--- config.mk ---
export PLATFORM = sky130hd
export DESIGN_NAME = pin_in_filter_flat
export DESIGN_NICKNAME = d
export VERILOG_FILES = /design/src/rtl/pin_in_filter_pkg.sv /design/src/rtl/pin_in_filter_if.sv /design/src/rtl/prim_flop_2sync.sv /design/src/rtl/pin_in_filter.sv /design/src/flat_wrapper.sv
export SDC_FILE = /design/constraint.sdc
export NUM_CORES = 1
export LEC_CHECK = 0
export CAP_MARGIN = 10
export CORE_MARGIN = 2
export CORE_UTILIZATION = 30
export DETAILED_ROUTE_END_ITERATION = 16
export PLACE_DENSITY = 0.47
export SLEW_MARGIN = 0
export SYNTH_ARGS = -nofsm -noshare
export SYNTH_HDL_FRONTEND = slang
export SYNTH_SLANG_ARGS = --single-unit
--- constraint.sdc ---
create_clock -name clk_i -period 4.75 [get_ports clk_i]
set_input_delay 0.95 -clock clk_i [delete_from_list [all_inputs] [get_ports clk_i]]
set_output_delay 0.95 -clock clk_i [all_outputs]
set_load 0.01 [all_outputs]
--- src/rtl/pin_in_filter_pkg.sv ---
// pin_in_filter_pkg
//   Shared pin-count and filter-width constants for the input pin path, plus
//   the per-pin filter state type used by pin_in_filter.
package pin_in_filter_pkg;

    localparam int unsigned IN_PIN_NUM           = 8;
    localparam int unsigned OUT_PIN_NUM          = 8;
    localparam int unsigned PIN_FILTER_CNT_WIDTH = 4;

    // STABLE: synchronised level equals the held output level.
    // PENDING: synchronised level differs and is being qualified.
    typedef enum logic {
        PIN_STABLE  = 1'b0,
        PIN_PENDING = 1'b1
    } pin_state_e;

endpackage

--- src/rtl/pin_in_filter_if.sv ---
// pin_in_filter_if
//   Groups the raw pad inputs, the filter configuration and the conditioned
//   outputs of pin_in_filter.
//   master : drives pins_i, filter_en_i, filter_cycles_i; receives outputs
//   slave  : the filter block itself
//   pins_i          raw asynchronous pad levels
//   filter_en_i     per-pin glitch filter enable
//   filter_cycles_i shared filter threshold N
//   pins_o          conditioned levels
//   rise_o / fall_o one-cycle edge pulses of pins_o
interface pin_in_filter_if #(
    parameter int unsigned NUM_PINS  = pin_in_filter_pkg::IN_PIN_NUM,
    parameter int unsigned CNT_WIDTH = pin_in_filter_pkg::PIN_FILTER_CNT_WIDTH
);

    logic [NUM_PINS-1:0]  pins_i;
    logic [NUM_PINS-1:0]  filter_en_i;
    logic [CNT_WIDTH-1:0] filter_cycles_i;
    logic [NUM_PINS-1:0]  pins_o;
    logic [NUM_PINS-1:0]  rise_o;
    logic [NUM_PINS-1:0]  fall_o;

    modport master (
        output pins_i, filter_en_i, filter_cycles_i,
        input  pins_o, rise_o, fall_o
    );

    modport slave (
        input  pins_i, filter_en_i, filter_cycles_i,
        output pins_o, rise_o, fall_o
    );

endinterface

--- src/rtl/prim_flop_2sync.sv ---
// prim_flop_2sync
//   Two-flop synchroniser for asynchronous inputs.
//   clk_i      destination clock
//   rst_ni     asynchronous active-low reset
//   d_i        asynchronous input
//   q_o        synchronised output (second flop)
module prim_flop_2sync #(
    parameter int unsigned       Width      = 16,
    parameter logic [Width-1:0]  ResetValue = '0
) (
    input  logic             clk_i,
    input  logic             rst_ni,
    input  logic [Width-1:0] d_i,
    output logic [Width-1:0] q_o
);

    logic [Width-1:0] s1;

    always_ff @(posedge clk_i or negedge rst_ni) begin
        if (!rst_ni) begin
            s1  <= ResetValue;
            q_o <= ResetValue;
        end else begin
            s1  <= d_i;
            q_o <= s1;
        end
    end

endmodule

--- src/rtl/pin_in_filter.sv ---
// pin_in_filter
//   Synchronises raw pad inputs and applies a per-pin glitch filter: a pin's
//   output follows its synchronised level only after the level has differed
//   from the output for N+1 consecutive cycles (immediately when the filter
//   is disabled or N=0). Registered rise/fall pulses accompany each update.
//   clk_i   system clock
//   rst_ni  asynchronous active-low reset (deassertion synchronised outside)
//   bus     pin_in_filter_if slave: pins_i, filter_en_i, filter_cycles_i in;
//           pins_o, rise_o, fall_o out
module pin_in_filter
    import pin_in_filter_pkg::*;
#(
    parameter int unsigned          NUM_PINS  = IN_PIN_NUM,
    parameter int unsigned          CNT_WIDTH = PIN_FILTER_CNT_WIDTH,
    parameter logic [NUM_PINS-1:0]  RESET_VAL = '1
) (
    input  logic             clk_i,
    input  logic             rst_ni,
    pin_in_filter_if.slave   bus
);

    logic [NUM_PINS-1:0] s2;
    logic [NUM_PINS-1:0] q_vec;
    logic [NUM_PINS-1:0] rise_vec;
    logic [NUM_PINS-1:0] fall_vec;

    prim_flop_2sync #(
        .Width      (NUM_PINS),
        .ResetValue (RESET_VAL)
    ) u_sync (
        .clk_i  (clk_i),
        .rst_ni (rst_ni),
        .d_i    (bus.pins_i),
        .q_o    (s2)
    );

    for (genvar i = 0; i < NUM_PINS; i++) begin : g_pin
        logic [CNT_WIDTH-1:0] cnt;
        logic                 q;
        logic                 rise;
        logic                 fall;
        logic                 take;
        pin_state_e           state;

        always_comb begin
            state = (s2[i] != q) ? PIN_PENDING : PIN_STABLE;
            // >= so that lowering the threshold below a pending count
            // releases the update on the very next edge.
            take  = !bus.filter_en_i[i] || (cnt >= bus.filter_cycles_i);
        end

        always_ff @(posedge clk_i or negedge rst_ni) begin
            if (!rst_ni) begin
                q    <= RESET_VAL[i];
                cnt  <= '0;
                rise <= 1'b0;
                fall <= 1'b0;
            end else begin
                rise <= 1'b0;
                fall <= 1'b0;
                case (state)
                    PIN_STABLE: begin
                        cnt <= '0;
                    end
                    PIN_PENDING: begin
                        if (take) begin
                            q    <= s2[i];
                            cnt  <= '0;
                            rise <= s2[i];
                            fall <= !s2[i];
                        end else begin
                            // cnt < threshold here, so it cannot wrap.
                            cnt <= cnt + CNT_WIDTH'(1);
                        end
                    end
                    default: cnt <= '0;
                endcase
            end
        end

        assign q_vec[i]    = q;
        assign rise_vec[i] = rise;
        assign fall_vec[i] = fall;
    end

    assign bus.pins_o = q_vec;
    assign bus.rise_o = rise_vec;
    assign bus.fall_o = fall_vec;

endmodule

--- src/flat_wrapper.sv ---
// flat-port wrapper written by rule: the top's interface ports become plain ports
module pin_in_filter_flat import pin_in_filter_pkg::*;
#(
    parameter int unsigned          NUM_PINS  = IN_PIN_NUM,
    parameter int unsigned          CNT_WIDTH = PIN_FILTER_CNT_WIDTH,
    parameter logic [NUM_PINS-1:0]  RESET_VAL = '1
)
  (clk_i, rst_ni, bus_pins_i, bus_filter_en_i, bus_filter_cycles_i, bus_pins_o, bus_rise_o, bus_fall_o);
  pin_in_filter_if #(.NUM_PINS(NUM_PINS), .CNT_WIDTH(CNT_WIDTH)) bus_i ();
  input  logic clk_i;
  input  logic rst_ni;
  input wire logic [$bits(bus_i.pins_i)-1:0] bus_pins_i;
  input wire logic [$bits(bus_i.filter_en_i)-1:0] bus_filter_en_i;
  input wire logic [$bits(bus_i.filter_cycles_i)-1:0] bus_filter_cycles_i;
  output wire logic [$bits(bus_i.pins_o)-1:0] bus_pins_o;
  output wire logic [$bits(bus_i.rise_o)-1:0] bus_rise_o;
  output wire logic [$bits(bus_i.fall_o)-1:0] bus_fall_o;
  assign bus_i.pins_i = bus_pins_i;
  assign bus_i.filter_en_i = bus_filter_en_i;
  assign bus_i.filter_cycles_i = bus_filter_cycles_i;
  assign bus_pins_o = bus_i.pins_o;
  assign bus_rise_o = bus_i.rise_o;
  assign bus_fall_o = bus_i.fall_o;
  pin_in_filter #(.NUM_PINS(NUM_PINS), .CNT_WIDTH(CNT_WIDTH), .RESET_VAL(RESET_VAL)) u_core (.clk_i(clk_i), .rst_ni(rst_ni), .bus(bus_i));
endmodule
==> results of run 1 <==
-- where the power goes --
group          switching (mW)  leakage (nW)  internal [mW]
registers              0.0320         0.906          0.663
clock network           0.252         0.161          0.502
logic                  0.0912         0.916          0.107
-- cell usage after synthesis (all sizes together) --
master	count	area, sq um
xor2	16	140
nand2	8	30.0
buf	24	180
nor3b	24	210
and3	8	53.8
o2111ai	8	70.1
dfrtp	48	1200
nor2b	8	50.1
o211a	8	103
inv	11	41.3
mux2	8	113
nor2	24	90.1
xnor2	8	70.1
ha	40	500
dfstp	24	631
o211ai	8	75.1
nand3	8	40.0
-- area by class of cell --
| type | instances | share of cell area [%] |
|---|---|---|
| timing repair buffer | 45 | 10.2 |
| clock inverter | 4 | 1.71 |
| inverter | 11 | 0.940 |
| tap | 147 | 4.19 |
| sequential | 72 | 41.7 |
| clock buffer | 12 | 6.07 |
| multi-input combinational | 176 | 35.2 |
-- per-layer routing --
| layer | routed length [microns] | part of all wire [%] | vias to the layer above |
|---|---|---|---|
| li1 | - | - | 1036 |
| met1 | 2890 | 48 | 1021 |
| met2 | 2800 | 46 | 30 |
| met3 | 224 | 3.7 | 10 |
| met4 | 114 | 1.9 | 0 |
| met5 | 0 | 0 | - |
-- placed cells by master, fill, tap and decap left out --
| master | Yosys | layout |
|---|---|---|
| and3_1 | 5 | 5 |
| and3_2 | 3 | 3 |
| buf_4 | 24 | 1 |
| bufinv_16 | 0 | 2 |
| clkbuf_16 | 0 | 9 |
| clkbuf_8 | 0 | 3 |
| clkdlybuf4s50_1 | 0 | 44 |
| clkinvlp_4 | 0 | 2 |
| dfrtp_1 | 48 | 48 |
| dfstp_2 | 24 | 24 |
| ha_1 | 40 | 40 |
| inv_1 | 11 | 11 |
| mux2_2 | 2 | 2 |
| mux2_4 | 6 | 6 |
| nand2_1 | 8 | 8 |
| nand3_1 | 8 | 8 |
| nor2_1 | 24 | 24 |
| nor2b_1 | 8 | 8 |
| nor3b_1 | 18 | 18 |
| nor3b_2 | 6 | 6 |
| o2111ai_1 | 8 | 8 |
| o211a_1 | 5 | 5 |
| o211a_4 | 3 | 3 |
| o211ai_1 | 5 | 5 |
| o211ai_2 | 3 | 3 |
| xnor2_1 | 8 | 8 |
| xor2_1 | 16 | 16 |
-- registers in the layout (all words and copies together), names as in the netlist --
register and flops:
u_core.g_pin.rise 8, u_core.g_pin.fall 8, u_core.u_sync.s1 8, u_core.g_pin.cnt 32
u_core.g_pin.q 8, u_core.u_sync.q_o 8
-- path summary, 6_finish.rpt --
check / depth (start not counted) / end / slack (ns) / from
max in group asynchronous: 1 / u_core.g_pin[2].fall$_DFF_PN0_ / 3.39 / rst_ni
worst max-delay path: 5 / u_core.g_pin[2].q$_DFFE_PN1P_ / 2.08 / bus_filter_cycles_i[0]
worst min register to register: 0 / u_core.u_sync.q_o[2]$_DFF_PN1_ / 0.35 / u_core.u_sync.s1[2]$_DFF_PN1_
min in group asynchronous: 1 / u_core.g_pin[1].fall$_DFF_PN0_ / 0.74 / rst_ni
worst max register to register: 5 / u_core.g_pin[2].q$_DFFE_PN1P_ / 3.08 / u_core.g_pin[2].cnt[0]$_DFF_PN0_
worst min-delay path: 0 / u_core.u_sync.q_o[2]$_DFF_PN1_ / 0.35 / u_core.u_sync.s1[2]$_DFF_PN1_
-- cells by family after synthesis --
group	count (synthesis)
buffers and inverters	35
adder cells (fa/ha/maj)	40
AO/OA/AOI/OAI	24
flip-flops	72
multiplexers	8
AND/OR/NAND/NOR	80
XOR/XNOR	24
-- worst max-delay path: stages --
cell	delay, ns
clkdlybuf4s50_1	0.78
ha_1	0.32
nor3b_1	0.28
o211a_1	0.27
mux2_2	0.34
==> run metrics, run 1 <==
TritonCTS clock tree done; max cap viols 0; Worst EP required ~5 ns; Max H-tree Level 3; simple logic cell fraction of the synthesized area 13.2%; Final Cycle Share 56.3%; DR DRC count 0; pins over their slew limit 0; met3 GRT Util 3.24%; GR Overflow Total 0; Via density 4.49; Cell Area, Synth 3600 sq um; GR Layer Usage met2 16.8%; GR peak layer met2; Syn Area/Cell approximately 13 sq um; Core Area 11900 sq um; Max Freq 374 MHz; Synth Register Bits just over 70; Pleak 1.98 nW; status complete, no violations; antenna-violating nets left 0; power density over the cells between 300 and 400 nW/um^2; CP Capture Type flip-flop; PostCTS Resize Cnt 0; mux cell area share after synthesis between 3 and 4%; hpwl dp 4090 microns; largest family of logic cells by synthesized area adder cells; fin util 37.0%; number of detailed-route iterations in the first pass 3; largest net degree at the start of global routing 73; Synth Net Count approximately 350; Tmin final 2.67 ns; yosys warns 0; layout cells sized above 1 ~20%; via count 2097; total CTS buffers 9; ANT cells 0; Die X 114 microns; vias in the first global route 2266; grt met1 use 13.0%; Post-CTS Setup Repair Bufs 0; # rows 40; chip height 114 microns; I/O Pins 46; Arr. time, crit path 2.93 ns; # clock sinks 72; clock root buffer clkbuf_16; initial core utilization between 30% and 40%; die footprint 12900 sq um; synth-to-layout area growth 22.0%; DP Worst Slack between 1.5 and 2 ns; Total GRT Usage 10.5%; Final Cell Area 4390 sq um; Synth Area in Compound Gates 6.88%; FF/Latch Area 1830 sq um; worst-case clock buffer depth 2; Final Hold Fails 0; cts hold-fix bufs 0; RSZ-0062 raised after global routing false; maximum vdd drop 136 uV; Total Neg Setup Slack 0 ns; initial DRC count 39; I/O Buffers 45; Worst Hold Class flip-flop to flip-flop; Seq/Total Area, Yosys 50.9%; placed insts 451; Setup CP Type input pin to flip-flop; routability cong. 0.723; Rel. slew slack 38.4%; Min Hold Slack 0.354 ns; Synth Area in Adders 13.9%; area post-placement 4050 sq um; clk_lat worst skew 0.33 ns; PnR worst setup slack 2.08 ns; initial antenna violation count 0; Fill cells 1158; final setup fails 0; non-filler cells in the finished layout 467; area of the multi-input gates 1550 sq um; clk slew on worst S/H paths ~0.050 ns; Critical Path Fanout Max 8; crit path launch type input pin; fin nets between 300 and 400; total routed wirelength 6030 microns; Avg WL per Cell around 13 microns; Synth Area in XOR/XNOR 5.84%; Post-Synthesis Cells 283; Slew @ Worst Pin between 0.9 and 1 ns; first-pass GRT wire length 10500 microns; total power between 1.5 and 2 mW; Cell variety after synth 22; skew final 0.00751 ns
Note: power is estimated with default switching activity, not from simulation.
==> run 2: changes to the inputs <==
Clock period 4.75 ns to 2.6 ns, I/O delays scaled along.
==> run metrics, run 2 (same netlist as run 1, synthesis figures left out) <==
Via density 4.54 (+1.1%); Max Freq 481 MHz; synth-to-layout area growth 24.6%; clock root buffer clkbuf_16; ANT cells 0 (unchanged); Arr. time, crit path 2.34 ns (-0.59 ns); PostCTS Resize Cnt 0 (unchanged); largest net degree at the start of global routing 46 (-37%); Worst R2R Start u_core.g_pin[2].cnt[0]$_DFF_PN0_; Crit-path slowest cell clkdlybuf4s50_1; Total Neg Setup Slack 0 ns (unchanged); antenna-violating nets left 0 (unchanged); Critical Path Fanout Max 8 (unchanged); crit path cell chain clkdlybuf4s50_1 > inv_1 > ha_1 > o211ai_1 > o211a_1 > mux2_2; CP Capture Type flip-flop; via count 2139 (+2.0%); crit path launch type input pin; chip height 114 microns (unchanged); commonest non-fill, non-tap cell in the layout dfrtp_1; Crit path max-delay family buffers and inverters; GR Overflow Total 0 (unchanged); fin nets 381 (+1.1%); crit path launch bus_filter_cycles_i[1]; I/O Buffers 45 (unchanged); TritonCTS clock tree done; worst-case clock buffer depth 2 (unchanged); hpwl dp 4430 microns (+8.4%); cts hold-fix bufs 0 (unchanged); Max H-tree Level 3 (unchanged); Setup CP Type input pin to flip-flop; WP buf/inv 2 (+1); Rel. slew slack 61.6% (+23 points); Avg WL per Cell 13.4 microns (+3.5%); Worst EP required 2.86 ns (-2.15 ns); # clock sinks 72 (unchanged); Final Hold Fails 0 (unchanged); delay of the slowest critical-path stage 0.40 ns (-0.38 ns); total power 3.29 mW (+100%); total CTS buffers 9 (unchanged); vias in the first global route 2326 (+2.6%); I/O Pins 46 (unchanged); Slew @ Worst Pin 0.576 ns (-0.348 ns); final setup fails 0 (unchanged); Core Area 11900 sq um (unchanged); Worst Hold Class input pin to asynchronous set/reset pin; total routed wirelength 6300 microns (+4.4%); Post-CTS Setup Repair Bufs 0 (unchanged); Tmin final 2.08 ns; clk slew on worst S/H paths 0.06 ns (about the same); max reg flops 32 (unchanged); routability cong. 0.740 (+2.3%); initial DRC count 47 (+21%); power density over the cells 734 nW/um^2 (+96%); # rows 40 (unchanged); commonest non-fill, non-tap cells in the layout dfrtp_1 (48), clkdlybuf4s50_1 (44), ha_1 (40); status complete, no violations; Pleak 2.04 nW (+2.7%); Die X 114 microns (unchanged); pins over their slew limit 0 (unchanged); initial core utilization 30.3% (unchanged); max cap viols 0 (unchanged); Largest Register u_core.g_pin.cnt; die footprint 12900 sq um (unchanged); RSZ-0062 raised after global routing false; Total GRT Usage 10.9% (+0.43 points); layout cells sized above 1 21.0% (+0.99 points); skew final 0.00519 ns (-0.00232 ns); DR DRC count 0 (unchanged); number of detailed-route iterations in the first pass 4 (+1); first-pass GRT wire length 10900 microns (+3.7%); Final Cycle Share 80.0%; clk_lat worst skew 0.34 ns (about the same); initial antenna violation count 0 (unchanged); maximum vdd drop 251 uV (+85%)
## run 2: power by group
group	switching, mW	internal (mW)
sequential	0.0593	1.21
clock	0.466	1.18
combinational	0.169	0.200
## run 2: final timing paths
path	endpoint	slack, ns	cells past startpoint
setup / recovery	u_core.g_pin[2].q$_DFFE_PN1P_	0.52	6
hold / removal	u_core.g_pin[0].fall$_DFF_PN0_	0.18	1
setup reg to reg	u_core.g_pin[2].q$_DFFE_PN1P_	0.93	5
hold reg to reg	u_core.u_sync.q_o[2]$_DFF_PN1_	0.35	0
max in group asynchronous	u_core.g_pin[3].q$_DFFE_PN1P_	1.76	2
min in group clk_i	u_core.u_sync.q_o[2]$_DFF_PN1_	0.35	0
## run 2: worst reg2reg max path, cell delays in order, from the launching register on
cell and delay, ns:
dfrtp_1 0.39, inv_1 0.06, ha_1 0.26, nor3b_1 0.28
o211a_1 0.26, mux2_2 0.34
## run 2: through the flow
step	utilization (%)	instances	cell area, sq um	setup slack (ns)	hold slack, ns
global placement	34.4	455	4080	0.180	0.345
global route	37.8	471	4480	0.406	0.240
floorplan	-	283	3600	0.846	0.224
detailed placement	34.4	455	4080	0.136	0.347
CTS	37.8	471	4480	0.481	0.203
finish	37.8	471	4480	0.520	0.182
## run 2: final cells by class
type / instances / area, sq um
inverters: 11 / 41.3
flip-flops and latches: 72 / 1830
repair buffers: 49 / 478
fillers: 1130 / 7380
clock buffers: 11 / 253
clock inverters: 5 / 150
multi-input cells: 176 / 1550
well taps: 147 / 184
## run 2: layer usage
layer,GRT usage [%],part of all wire (%),vias up
li1,-,-,1047
met1,13.2,46,1053
met2,17.6,48,28
met3,2.50,4.0,11
met4,6.83,2.4,0
met5,0,0,-
